$ cat config.mk
export PLATFORM = sky130hd
export DESIGN_NAME = alu_cmd_ctrl_flat
export DESIGN_NICKNAME = d
export VERILOG_FILES = /design/src/rtl/alu_cmd_ctrl_if.sv /design/src/rtl/alu_cmd_ctrl.sv /design/src/flat_wrapper.sv
export SDC_FILE = /design/constraint.sdc
export NUM_CORES = 1
export LEC_CHECK = 0
export CAP_MARGIN = 20
export CELL_PAD_IN_SITES_DETAIL_PLACEMENT = 0
export CELL_PAD_IN_SITES_GLOBAL_PLACEMENT = 1
export CORE_MARGIN = 3
export CORE_UTILIZATION = 42
export CTS_CLUSTER_SIZE = 14
export DETAILED_ROUTE_END_ITERATION = 6
export PLACE_DENSITY = 0.82
export SYNTH_ARGS = -nofsm -noshare
export SYNTH_HDL_FRONTEND = slang
export SYNTH_SLANG_ARGS = --single-unit
$ cat constraint.sdc
create_clock -name clk_i -period 2.9 [get_ports clk_i]
set_input_delay 0.58 -clock clk_i [delete_from_list [all_inputs] [get_ports clk_i]]
set_output_delay 0.58 -clock clk_i [all_outputs]
set_load 0.05 [all_outputs]
$ cat src/rtl/alu_cmd_ctrl_if.sv
// Byte-stream bundle for alu_cmd_ctrl: UART RX in, UART TX out, status.
// Both byte streams are valid/ready; a byte moves when valid & ready.
interface alu_cmd_ctrl_if;
    logic [7:0] rx_data_i;
    logic       rx_valid_i;
    logic       rx_ready_o;
    logic [7:0] tx_data_o;
    logic       tx_valid_o;
    logic       tx_ready_i;
    logic       busy_o;
    logic       err_o;

    // Controller side
    modport slave (
        input  rx_data_i, rx_valid_i, tx_ready_i,
        output rx_ready_o, tx_data_o, tx_valid_o, busy_o, err_o
    );

    // Byte source/sink side (UART wrapper or bench)
    modport master (
        output rx_data_i, rx_valid_i, tx_ready_i,
        input  rx_ready_o, tx_data_o, tx_valid_o, busy_o, err_o
    );
endinterface

$ cat src/rtl/alu_cmd_ctrl.sv
// alu_cmd_ctrl: parses [op][rsvd][len_lo][len_hi][payload] packets from the RX
// byte stream, runs ECHO/ADD/XOR (and MUL) and streams the response to TX.
// Optional feature macro: ALU_CMD_MUL_EN builds the multiplier and makes 0x88 legal.
module alu_cmd_ctrl #(
    parameter int DATA_W  = 32,
    parameter int MAX_LEN = 1024
) (
    input  logic          clk_i,
    input  logic          rst_ni,
    alu_cmd_ctrl_if.slave bus
);
    localparam int NB = DATA_W / 8;
    localparam int CW = (NB > 1) ? $clog2(NB) : 1;
    localparam int OW = (NB > 1) ? DATA_W - 8 : 1;
    localparam logic [15:0] MAX_LEN16 = 16'(MAX_LEN);
    localparam logic [15:0] NB16      = 16'(NB);
    localparam logic [CW-1:0] LAST_B  = CW'(NB - 1);
    localparam logic [7:0] OP_ECHO = 8'hEC;
    localparam logic [7:0] OP_ADD  = 8'hAD;
    localparam logic [7:0] OP_XOR  = 8'hA5;
`ifdef ALU_CMD_MUL_EN
    localparam logic [7:0] OP_MUL  = 8'h88;
`endif

    typedef enum logic [2:0] {
        S_OP, S_RSVD, S_LLO, S_LHI, S_ECHO, S_OPND, S_RES, S_DRAIN
    } state_t;

    state_t state, state_nxt;

    logic [7:0]        opcode_q, len_lo_q, tx_data_q;
    logic [15:0]       rem_q;
    logic [CW-1:0]     bidx_q, res_left_q;
    logic [OW-1:0]     opnd_q;
    logic [DATA_W-1:0] acc_q;
    logic              tx_valid_q, err_q;

    logic              rx_ready, rx_fire, tx_fire;
    logic [15:0]       len_w, rem_w;
    logic              op_alu, op_known, len_short, len_long, hdr_bad;
    logic [DATA_W-1:0] operand_w, ident_w, acc_nxt, acc_sh;

    assign rx_fire = bus.rx_valid_i & rx_ready;
    assign tx_fire = tx_valid_q & bus.tx_ready_i;
    assign acc_sh  = acc_q >> 8;

    // Operand assembled little-endian: earlier bytes sit in opnd_q, newest byte on top
    if (NB > 1) begin : g_opnd
        assign operand_w = {bus.rx_data_i, opnd_q};
    end else begin : g_opnd1
        assign operand_w = bus.rx_data_i;
    end

    // Header decode, evaluated against the length high byte on the bus
    always_comb begin
        len_w     = {bus.rx_data_i, len_lo_q};
        rem_w     = len_w - 16'd4;
        op_alu    = (opcode_q == OP_ADD) || (opcode_q == OP_XOR);
        ident_w   = '0;
`ifdef ALU_CMD_MUL_EN
        if (opcode_q == OP_MUL) begin
            op_alu  = 1'b1;
            ident_w = DATA_W'(1);
        end
`endif
        op_known  = op_alu || (opcode_q == OP_ECHO);
        len_short = len_w < 16'd4;
        len_long  = len_w > MAX_LEN16;
        hdr_bad   = len_short || len_long || !op_known ||
                    (op_alu && ((rem_w % NB16) != 16'd0));
    end

    // Accumulator value after this cycle: identity at header end, op on last operand byte
    always_comb begin
        acc_nxt = acc_q;
        if (state == S_LHI) begin
            acc_nxt = ident_w;
        end else if (state == S_OPND && rx_fire && bidx_q == LAST_B) begin
            case (opcode_q)
                OP_ADD:  acc_nxt = acc_q + operand_w;
                OP_XOR:  acc_nxt = acc_q ^ operand_w;
`ifdef ALU_CMD_MUL_EN
                OP_MUL:  acc_nxt = acc_q * operand_w;
`endif
                default: acc_nxt = acc_q;
            endcase
        end
    end

    // State register
    always_ff @(posedge clk_i or negedge rst_ni) begin
        if (!rst_ni) state <= S_OP;
        else         state <= state_nxt;
    end

    // Next-state logic
    always_comb begin
        state_nxt = state;
        case (state)
            S_OP:   if (rx_fire) state_nxt = S_RSVD;
            S_RSVD: if (rx_fire) state_nxt = S_LLO;
            S_LLO:  if (rx_fire) state_nxt = S_LHI;
            S_LHI: if (rx_fire) begin
                if (len_short)                 state_nxt = S_OP;
                else if (hdr_bad)              state_nxt = (rem_w == 16'd0) ? S_OP : S_DRAIN;
                else if (opcode_q == OP_ECHO)  state_nxt = (rem_w == 16'd0) ? S_OP : S_ECHO;
                else                           state_nxt = (rem_w == 16'd0) ? S_RES : S_OPND;
            end
            S_ECHO, S_DRAIN: if (rx_fire && rem_q == 16'd1) state_nxt = S_OP;
            S_OPND:          if (rx_fire && rem_q == 16'd1) state_nxt = S_RES;
            S_RES:           if (tx_fire && res_left_q == '0) state_nxt = S_OP;
            default:         state_nxt = S_OP;
        endcase
    end

    // Outputs: RX back-pressure per state, busy outside S_OP
    always_comb begin
        rx_ready = 1'b1;
        case (state)
            // A buffered echo byte must leave before (or as) the next byte enters
            S_OP, S_ECHO: rx_ready = !tx_valid_q || bus.tx_ready_i;
            S_RES:        rx_ready = 1'b0;
            default:      rx_ready = 1'b1;
        endcase
    end

    assign bus.rx_ready_o = rx_ready;
    assign bus.busy_o     = (state != S_OP);
    assign bus.tx_valid_o = tx_valid_q;
    assign bus.tx_data_o  = tx_data_q;
    assign bus.err_o      = err_q;

    // Datapath: header capture, payload counting, operand/accumulator, TX holding register
    always_ff @(posedge clk_i or negedge rst_ni) begin
        if (!rst_ni) begin
            opcode_q   <= '0;
            len_lo_q   <= '0;
            rem_q      <= '0;
            bidx_q     <= '0;
            res_left_q <= '0;
            opnd_q     <= '0;
            acc_q      <= '0;
            tx_data_q  <= '0;
            tx_valid_q <= 1'b0;
            err_q      <= 1'b0;
        end else begin
            err_q <= 1'b0;
            if (tx_fire) tx_valid_q <= 1'b0;
            case (state)
                S_OP:  if (rx_fire) opcode_q <= bus.rx_data_i;
                S_LLO: if (rx_fire) len_lo_q <= bus.rx_data_i;
                S_LHI: if (rx_fire) begin
                    rem_q  <= rem_w;
                    bidx_q <= '0;
                    acc_q  <= acc_nxt;
                    err_q  <= hdr_bad;
                end
                S_ECHO: if (rx_fire) begin
                    rem_q      <= rem_q - 16'd1;
                    tx_valid_q <= 1'b1;
                    tx_data_q  <= bus.rx_data_i;
                end
                S_OPND: if (rx_fire) begin
                    rem_q  <= rem_q - 16'd1;
                    opnd_q <= operand_w[DATA_W-1 -: OW];
                    bidx_q <= (bidx_q == LAST_B) ? '0 : bidx_q + CW'(1);
                    acc_q  <= acc_nxt;
                end
                S_DRAIN: if (rx_fire) rem_q <= rem_q - 16'd1;
                // acc doubles as the result shift register, LSB byte out first
                S_RES: if (tx_fire && res_left_q != '0) begin
                    tx_valid_q <= 1'b1;
                    tx_data_q  <= acc_sh[7:0];
                    acc_q      <= acc_sh;
                    res_left_q <= res_left_q - CW'(1);
                end
                default: ;
            endcase
            if (state != S_RES && state_nxt == S_RES) begin
                tx_valid_q <= 1'b1;
                tx_data_q  <= acc_nxt[7:0];
                res_left_q <= LAST_B;
            end
        end
    end
endmodule

$ cat src/flat_wrapper.sv
// flat-port wrapper written by rule: the top's interface ports become plain ports
module alu_cmd_ctrl_flat 
#(
    parameter int DATA_W  = 32,
    parameter int MAX_LEN = 1024
)
  (clk_i, rst_ni, bus_rx_data_i, bus_rx_valid_i, bus_tx_ready_i, bus_rx_ready_o, bus_tx_data_o, bus_tx_valid_o, bus_busy_o, bus_err_o);
  alu_cmd_ctrl_if bus_i ();
  input  logic clk_i;
  input  logic rst_ni;
  input wire logic [$bits(bus_i.rx_data_i)-1:0] bus_rx_data_i;
  input wire logic [$bits(bus_i.rx_valid_i)-1:0] bus_rx_valid_i;
  input wire logic [$bits(bus_i.tx_ready_i)-1:0] bus_tx_ready_i;
  output wire logic [$bits(bus_i.rx_ready_o)-1:0] bus_rx_ready_o;
  output wire logic [$bits(bus_i.tx_data_o)-1:0] bus_tx_data_o;
  output wire logic [$bits(bus_i.tx_valid_o)-1:0] bus_tx_valid_o;
  output wire logic [$bits(bus_i.busy_o)-1:0] bus_busy_o;
  output wire logic [$bits(bus_i.err_o)-1:0] bus_err_o;
  assign bus_i.rx_data_i = bus_rx_data_i;
  assign bus_i.rx_valid_i = bus_rx_valid_i;
  assign bus_i.tx_ready_i = bus_tx_ready_i;
  assign bus_rx_ready_o = bus_i.rx_ready_o;
  assign bus_tx_data_o = bus_i.tx_data_o;
  assign bus_tx_valid_o = bus_i.tx_valid_o;
  assign bus_busy_o = bus_i.busy_o;
  assign bus_err_o = bus_i.err_o;
  alu_cmd_ctrl #(.DATA_W(DATA_W), .MAX_LEN(MAX_LEN)) u_core (.clk_i(clk_i), .rst_ni(rst_ni), .bus(bus_i));
endmodule
[Word level (Yosys, flattened, before mapping)]
Index checks and enable logic that the tools add are counted.
Word-level totals
  flip-flop bits (word level): 105
  logic and storage cells: 127
  bits of input ports: 12
  output and inout bits: 12
Operators by class
  equal/unequal tests: 23
  reductions and logical operators: 40
  multiplexer cells: 42
  add/sub/neg operators: 5
  magnitude comparators: 2
  bitwise operators: 3
Operator list (count)
  32-bit two-way mux: 4
  32-bit one-hot mux with 2 select lines: 2
  3-bit two-way mux: 12
  32-bit adder: 1
  16-bit two-way mux: 2
  16-bit one-hot mux with 2 select lines: 1
  32-bit bitwise XOR: 1
  8-bit equality test, second input constant: 3
  8-bit two-way mux: 3
  3-bit one-hot mux with 7 select lines: 1
  16-bit by 1-bit equality test with 1-bit output, second input constant: 1
  16-bit by 11-bit > comparator with 1-bit output, second input constant: 1
  16-bit logical NOT: 1
  16-bit by 3-bit less-than comparator with 1-bit output, second input constant: 1
  8-bit one-hot mux with 2 select lines: 1
  16-bit nonzero test: 1
  16-bit by 1-bit subtractor with 16-bit output, second input constant: 1
  16-bit by 3-bit subtractor with 16-bit output, second input constant: 1
  3-bit equality test, second input constant: 5
  2-bit two-way mux: 7
  3-bit AND reduction: 4
  2-bit nonzero test: 6
  2-bit by 1-bit inequality test with 1-bit output, second input constant: 5
  3-bit by 1-bit inequality test with 1-bit output, second input constant: 3
  21 further kinds: 47

[Depth between registers and ports, before layout]
Gate-level depths: netlist of run 1.
  word-level depth: 14
  gate-level depth with buffers: 12
  mapped depth without buffers: 10

[Least setup slack after synthesis of run 1]
OpenSTA, ideal clock, no wires.
  path type: input port to flip-flop
  start: input port bus_rx_data_i[2]
  end: register u_core.tx_data_q[0] (netlist: u_core.bus.tx_data_o[0])
  path slack: -0.298 ns
  cell stages on the path: 10
  data arrival time: 3.073 ns
  data required time: 2.775 ns
  library setup time: 0.125 ns
  buffers on the path: 2
  path through: buf_2 -> or4_4 -> o41ai_4 -> nand3_2 -> nor4_4 -> nor3_1 -> or3_4 -> and4b_1 -> buf_6 -> mux2_4
Between the ends
  word-level cells in the longest chain between the ends: 12
  elaborated cells on any way between the ends: 22
  classes of those cells: add/sub: 1; order compare: 2; eq/ne: 3; mux: 9; reduce/logical: 7
RTL lines
  start, declared: line flat_wrapper.sv:11  | input wire logic [$bits(bus_i.rx_data_i)-1:0] bus_rx_data_i;
  16-bit by 3-bit subtractor with 16-bit output, or another cell as far along: line alu_cmd_ctrl.sv:57  | rem_w = len_w - 16'd4;
  16-bit logical NOT or 1-bit logical OR (tied branches): line alu_cmd_ctrl.sv:105, alu_cmd_ctrl.sv:107, alu_cmd_ctrl.sv:69
  2-bit two-way mux or 1-bit logical OR (tied branches): line alu_cmd_ctrl.sv:107, alu_cmd_ctrl.sv:69
  3-bit two-way mux or 1-bit logical OR (tied branches): line alu_cmd_ctrl.sv:106, alu_cmd_ctrl.sv:69
  3-bit two-way mux: line alu_cmd_ctrl.sv:105  | else if (hdr_bad) state_nxt = (rem_w == 16'd0) ? S_OP : S_DRAIN;
  3-bit two-way mux *: line alu_cmd_ctrl.sv:104  | if (len_short) state_nxt = S_OP;
  3-bit two-way mux *: line alu_cmd_ctrl.sv:103  | S_LHI: if (rx_fire) begin
  3-bit one-hot mux with 7 select lines *: line alu_cmd_ctrl.sv:99  | case (state)
  net u_core.state_nxt[1]: line alu_cmd_ctrl.sv:29  | state_t state, state_nxt;
  3-bit equality test *: line alu_cmd_ctrl.sv:179  | if (state != S_RES && state_nxt == S_RES) begin
  1-bit logical AND *: line alu_cmd_ctrl.sv:179
  3-bit by 1-bit inequality test with 1-bit output (no source line) or 3-bit nonzero test (tied branches)
  3-bit AND reduction (no source line)
  end signal, assigned: line alu_cmd_ctrl.sv:161  | tx_data_q <= bus.rx_data_i;
  end signal, assigned: line alu_cmd_ctrl.sv:173  | tx_data_q <= acc_sh[7:0];
  end signal, assigned: line alu_cmd_ctrl.sv:181  | tx_data_q <= acc_nxt[7:0];
  end, declared: line alu_cmd_ctrl.sv:31  | logic [7:0] opcode_q, len_lo_q, tx_data_q;
The timed path passes the listed nets; every way through them passes the cells marked *.
A chain may end at the register's enable or synchronous reset.

[Final worst setup path of run 1]
  start: register u_core.len_lo_q[2]
  end: register u_core.tx_valid_q (netlist: u_core.bus.tx_valid_o)
Between the ends
  word-level cells in the longest chain between the ends: 11
  elaborated cells on any way between the ends: 18
  classes of those cells: add/sub: 1; order compare: 2; eq/ne: 1; mux: 9; reduce/logical: 5
RTL lines
  start, declared: line alu_cmd_ctrl.sv:31
  start signal, assigned: line alu_cmd_ctrl.sv:151  | S_LLO: if (rx_fire) len_lo_q <= bus.rx_data_i;
  16-bit by 3-bit subtractor with 16-bit output, or another cell as far along: line alu_cmd_ctrl.sv:57
  16-bit logical NOT or 1-bit logical OR (tied branches): line alu_cmd_ctrl.sv:105, alu_cmd_ctrl.sv:106, alu_cmd_ctrl.sv:69
  3-bit two-way mux or 1-bit logical OR (tied branches) (2 in a row): line alu_cmd_ctrl.sv:106, alu_cmd_ctrl.sv:69
  3-bit two-way mux: line alu_cmd_ctrl.sv:105
  3-bit two-way mux *: line alu_cmd_ctrl.sv:104
  3-bit two-way mux *: line alu_cmd_ctrl.sv:103
  3-bit one-hot mux with 7 select lines *: line alu_cmd_ctrl.sv:99
  net u_core.state_nxt[2]: line alu_cmd_ctrl.sv:29
  3-bit equality test *: line alu_cmd_ctrl.sv:179
  1-bit logical AND *: line alu_cmd_ctrl.sv:179
  1-bit two-way mux *: line alu_cmd_ctrl.sv:179
  end signal, assigned: line alu_cmd_ctrl.sv:144  | tx_valid_q <= 1'b0;
  end signal, assigned: line alu_cmd_ctrl.sv:172  | tx_valid_q <= 1'b1;
  end signal, assigned: line alu_cmd_ctrl.sv:180  | tx_valid_q <= 1'b1;
  end, declared: line alu_cmd_ctrl.sv:36  | logic tx_valid_q, err_q;
Marks and branches as above.

==> results of run 1 <==
==> kinds of logic after synthesis <==
family                   count (synthesis)  share of synthesized area [%]
buffers and inverters                   59                           3.31
XOR/XNOR                                36                           4.32
AND/OR/NAND/NOR                        367                           24.2
adder cells (fa/ha/maj)                 38                           6.62
AO/OA/AOI/OAI                          246                           21.9
multiplexers                            24                           3.67
flip-flops                             105                           36.0
==> layout make-up <==
type | count | area, um^2 | area share [%]
multi-input cells | 711 | 4550 | 51.3
flip-flops and latches | 105 | 2630 | 29.6
repair buffers | 129 | 1070 | 12.1
well taps | 220 | 275 | 3.10
clock buffers | 11 | 243 | 2.74
clock inverters | 5 | 53.8 | 0.606
inverters | 13 | 48.8 | 0.550
==> power by group <==
group          internal, uW  leakage [uW]  switching, uW
clock network           694      0.000150            582
logic                  2590       0.00268           3310
registers              2100       0.00130            563
total                  5390       0.00413           4460
==> routing by layer <==
layer  share of wire, %  GRT usage (%)  vias up  wire [um]
met2                 45           36.2      158       9930
met4                2.1           6.09        0        464
li1                   -              -     3373          -
met3                4.6           4.24       22       1010
met1                 48           33.9     3377      10500
met5                  0              0        -          0
==> registers in the layout (all words and copies together), names as in the netlist <==
name and cells:
u_core.rem_q 16, u_core.opnd_q 24, u_core.opcode_q 8, u_core.len_lo_q 8, u_core.state 3, u_core.res_left_q 2, u_core.bus.err_o 1, u_core.bus.tx_valid_o 1
u_core.acc_q 32, u_core.bus.tx_data_o 8, u_core.bidx_q 2
==> stage by stage <==
stage | instances | TNS (ns)
2_1_floorplan | 875 | -1.22
3_3_place_gp | 1169 | -8.51
3_5_place_dp | 1169 | -9.11
4_1_cts | 1190 | -2.13
5_1_grt | 1194 | -3.88
6_report | 1194 | -2.56
==> timing repair <==
item / in CTS / in global routing
setup buffers: 5 / 4
pin swaps: 10 / 9
endpoints found under the setup margin: 13 / 19
gates resized for setup: 20 / 22
==> critical path, stage by stage (launching register included) <==
cell      delay (ns)
dfrtp_1         0.39
inv_1           0.13
ha_4            0.17
xnor2_2         0.11
nand4b_1        0.14
or4_4           0.58
nor4_4          0.30
buf_4           0.19
buf_4           0.10
buf_4           0.09
o31ai_2         0.07
and4b_2         0.33
or4_4           0.42
==> placed cells by master (no fill, tap or decap), types with 14 or more instances in the layout <==
cell type / netlist / final
xor2_1: 20 / 20
nor3_1: 23 / 22
clkdlybuf4s50_1: 0 / 14
ha_1: 37 / 35
a21oi_1: 70 / 70
o21ai_0: 54 / 53
nor2_1: 71 / 70
nand3_1: 22 / 20
nand2_1: 162 / 162
xnor2_1: 16 / 15
mux2_2: 14 / 14
dfrtp_1: 105 / 105
a21o_1: 26 / 26
buf_4: 0 / 100
==> worst min-delay path by stage <==
stage / from / endpoint / cells past startpoint
floorplan: rst_ni / u_core.acc_q[0] / 0
global placement: u_core.opnd_q[6] / u_core.opnd_q[6] / 2
detailed placement: u_core.opnd_q[7] / u_core.opnd_q[7] / 2
CTS: rst_ni / u_core.rem_q[0] / 1
global route: rst_ni / u_core.bidx_q[1] / 1
finish: rst_ni / u_core.bidx_q[1] / 1
==> key figures, run 1 <==
Layout
  – Design Area, Final: 8870 um^2
  – Final net count: 1,019
  – Share of layout cells above drive strength 1: 18.9%
  – ANT cells: 0
  – Final core utilization: 52.9%
  – Layout area overhead: 21.7%
  – Fillers: 1,591

Timing
  – Hold Fails Final Rpt: 0
  – Fmax: 0.316 GHz
  – Fin crit period: 3.16 ns
  – Final setup vio count: 11
  – Setup ws final: -0.262 ns
  – Slew HR: 57.0%
  – Final max-slew violation count: 0
  – Final Cycle Share: 109%
  – Worst hold slack: roughly 0.23 ns
  – Tightest Pin Transition: 0.645 ns
  – RSZ-0062 raised after global routing: yes
  – Final Skew: 0.00852 ns

Logic synthesis
  – Post-Syn Nets: around 930
  – Leading area contributor after synthesis: dfrtp_1
  – Cell with the most instances after synthesis: nand2_1
  – Ys Warns: 0
  – Post-synth EDFFs: 0
  – Yosys cell types: 72
  – Dominant cells by area after synthesis: dfrtp_1 (36%), nand2_1 (8.3%), ha_1 (6.3%)
  – Post-synthesis sequential area ratio: 36.0%
  – Syn Area/Cell: 8.34 um^2
  – Synth top cells by count: nand2_1 (162), dfrtp_1 (105), nor2_1 (71)
  – Cell area after synthesis: 7290 um^2
  – Top_reg_cell synth: dfrtp_1
  – Flip-flop and latch count after synthesis: 105
  – Synth top area share: 36.0%
  – Mapped Cells: just under 900
  – Post-synth ARST share: 100%

Routing
  – Pre-antenna DRT Iters: 5
  – WL final: 21,900 um
  – Drc violations: 0
  – Iteration-0 DRC Markers: 486
  – Vias per cell: 5.80
  – Routed len/inst: between 15 and 20 um
  – ANT nets after route: 0
  – Vias: 6,930

Global routing
  – Global-route usage over all layers: 23.4%
  – Initial antenna violation count: 0
  – Largest net degree at the start of global routing: 48
  – Vias in the first global route: roughly 6,400
  – GRT overflow: 0
  – First-pass GRT wire length: ~34,000 um

Floorplanning
  – DIE AREA: roughly 19,000 um^2
  – Site Rows: 47
  – Die height: about 140 um
  – Die width: 138 um
  – Initial Util: 43.5%
  – Core region area: approximately 17,000 um^2
  – IO Pins: 24

Worst setup path
  – R2R depth: 12
  – Crit path capture type: register
  – Critical path startpoint: u_core.len_lo_q[2]
  – Critical path arrival: approximately 3.4 ns
  – Critical R2R Launch: u_core.len_lo_q[2]
  – CP required: 3.13 ns
  – Worst Setup EP: u_core.bus.tx_valid_o
  – Worst setup SP type: register
  – CP Class: reg2reg
  – R2r setup slk: -0.26 ns
  – Worst Path Max Fanout: 5
  – FF-to-FF End: u_core.bus.tx_valid_o

Outcome
  – Failing checks: setup timing
  – Outcome: complete, but fails checks

Placed design
  – Placed cell areas: between 8000 and 9000 um^2
  – Port bufs: 23
  – GPL Wtd Cong: 0.871
  – DP Worst Slack: -0.790 ns
  – Post-DP HPWL: 15,900 um

Clock tree
  – Max clock buf depth: 2
  – Hold_buf cts: 0
  – CTS tree: yes
  – Worst skew pair latency: 0.36 ns
  – Worst-path clk slew: roughly 0.070 ns
  – CTS Sinks: 105
  – Max H-tree Level: 3
  – Root Driver: clkbuf_16
  – TritonCTS buffer count: 9

Flow run
  – MaxCap Viol Count: 0

Power and ir drop
  – VDD IR max: 0.000658 V
  – Overall Power: approximately 9800 uW
  – Leakage: between 0.004 and 0.005 uW
  – PwrDens: 1110 nW/um^2

Worst hold path
  – Hold WC Path Type: in2async
No activity file was read; power rests on OpenSTA's default activity.
==> inputs of run 2 (changes only) <==
- CAP_MARGIN: 20 -> 40
- PLACE_DENSITY: 0.82 -> 0.8
- clock period: 2.9 -> 3.5 ns (I/O delays scaled with it)
==> key figures, run 2 (synthesis results as in run 1) <==
Outcome
  – Outcome: completed

Floorplanning
  – Die height: 138 um
  – Site Rows: 47
  – Core region area: approximately 17,000 um^2
  – Die width: 138 um
  – IO Pins: 24
  – Initial Util: 43.5%
  – DIE AREA: between 15,000 and 20,000 um^2

Worst setup path
  – Worst Path Max Fanout: 5
  – R2R depth: 11
  – CP required: 3.74 ns
  – Critical path arrival: around 3.7 ns
  – Worst Setup EP: u_core.bus.tx_data_o[2]
  – Crit path capture type: register
  – CP Class: in2reg
  – R2r setup slk: about 0.26 ns
  – Critical path startpoint: bus_rx_data_i[5]
  – Critical R2R Launch: u_core.len_lo_q[2]
  – FF-to-FF End: u_core.bus.tx_data_o[2]
  – Worst setup SP type: input port

Routing
  – Iteration-0 DRC Markers: roughly 470
  – WL final: approximately 21,000 um
  – Vias: 6,647
  – Drc violations: 0
  – Vias per cell: 5.84
  – Pre-antenna DRT Iters: 5
  – Routed len/inst: 18.7 um
  – ANT nets after route: 0

Power and ir drop
  – PwrDens: approximately 910 nW/um^2
  – Leakage: 0.00381 uW
  – VDD IR max: 0.000438 V

Placed design
  – Port bufs: 23
  – DP Worst Slack: -0.467 ns
  – Placed insts: 1,120
  – GPL Wtd Cong: 0.889
  – Post-DP HPWL: approximately 16,000 um
  – Placed cell areas: approximately 8000 um^2

Timing
  – Final Skew: between 0.009 and 0.01 ns
  – Setup TNS: 0 ns
  – Final max-slew violation count: 0
  – Final setup vio count: 0
  – Tightest Pin Transition: 0.737 ns
  – Fmax: 0.291 GHz
  – Fin crit period: 3.44 ns
  – Setup ws final: 0.0600 ns
  – Slew HR: 50.9%
  – Hold Fails Final Rpt: 0
  – Final Cycle Share: 98.3%

Global routing
  – First-pass GRT wire length: between 30,000 and 40,000 um
  – Initial antenna violation count: 0
  – Global-route usage over all layers: 23.3%
  – GRT overflow: 0
  – Largest net degree at the start of global routing: 55
  – Vias in the first global route: 6,457

Worst hold path
  – Hold WC Path Type: in2async

Clock tree
  – Max clock buf depth: 2
  – CTS tree: yes
  – Max H-tree Level: 3
  – TritonCTS buffer count: 9
  – Worst skew pair latency: 0.36 ns
  – CTS Sinks: 105
  – Worst-path clk slew: 0.07 ns
  – Hold_buf cts: 0
  – Root Driver: clkbuf_16

Layout
  – ANT cells: 0
  – Registers with the most flip-flops: u_core.acc_q (32), u_core.opnd_q (24), u_core.rem_q (16)
  – Final net count: 963
  – Largest Register: u_core.acc_q
  – Non-filler instance count after layout: 1,138
  – Share of layout cells above drive strength 1: 11.9%
  – Commonest cells after routing, fill and taps aside: nand2_1 (162), dfrtp_1 (105), nor2_1 (71)
  – Final core utilization: 49.6%
  – Max reg flops: 32
  – Most common library cell in the layout ignoring fill and taps: nand2_1
  – Fillers: 1,658
  – Design Area, Final: 8320 um^2
  – Layout area overhead: 14.1%

Flow run
  – MaxCap Viol Count: 0
## run 2: stage by stage
stage,power (uW),hold WS [ns]
after floorplan,5270,0.404
after global placement,6450,0.467
after detailed placement,6460,0.470
after CTS,7560,0.418
after global routing,8200,0.441
final,7570,0.404
## run 2: how the worst min path moves through the flow
stage,depth (start not counted),end,start,slack [ns]
6_report,1,u_core.acc_q[14],rst_ni,0.40
5_1_grt,1,u_core.acc_q[14],rst_ni,0.44
2_1_floorplan,0,u_core.acc_q[0],rst_ni,0.40
4_1_cts,1,u_core.acc_q[14],rst_ni,0.42
3_5_place_dp,2,u_core.opnd_q[4],u_core.opnd_q[4],0.47
3_3_place_gp,2,u_core.opnd_q[4],u_core.opnd_q[4],0.47
## run 2: timing repair
action / CTS / global route
pin swaps: 1 / 2
endpoints found under the hold margin: 0 / 0
buffers inserted: 0 / 2
endpoints found under the setup margin: 7 / 7
gates resized for setup: 2 / 5
## run 2: layout make-up
class | count | area (um^2) | area share [%]
Tap cell | 220 | 275 | 3.31
Timing Repair Buffer | 73 | 614 | 7.38
Clock buffer | 9 | 225 | 2.71
Multi-Input combinational cell | 711 | 4450 | 53.5
Sequential cell | 105 | 2630 | 31.6
Inverter | 13 | 48.8 | 0.586
Clock inverter | 7 | 80.1 | 0.962
## run 2: report_power, final
group	internal [uW]	leakage, uW	total, uW	switching, uW
registers	1740	0.00130	2280	533
clock network	562	0.000142	1050	489
logic	1710	0.00237	4250	2540
## run 2: metal layers
| layer | GRT usage [%] | share of wire, % |
|---|---|---|
| met1 | 31.0 | 46 |
| met2 | 39.0 | 47 |
| met3 | 4.16 | 4.0 |
| met4 | 6.53 | 2.1 |
| met5 | 0 | 0 |
## run 2: critical path: stages
cell             delay (ns)
clkdlybuf4s50_1        0.45
or3_4                  0.40
nand4b_1               0.18
or4_4                  0.45
nor4_4                 0.31
nor3_1                 0.09
or3_4                  0.37
and4b_2                0.29
buf_4                  0.15
mux2_4                 0.28
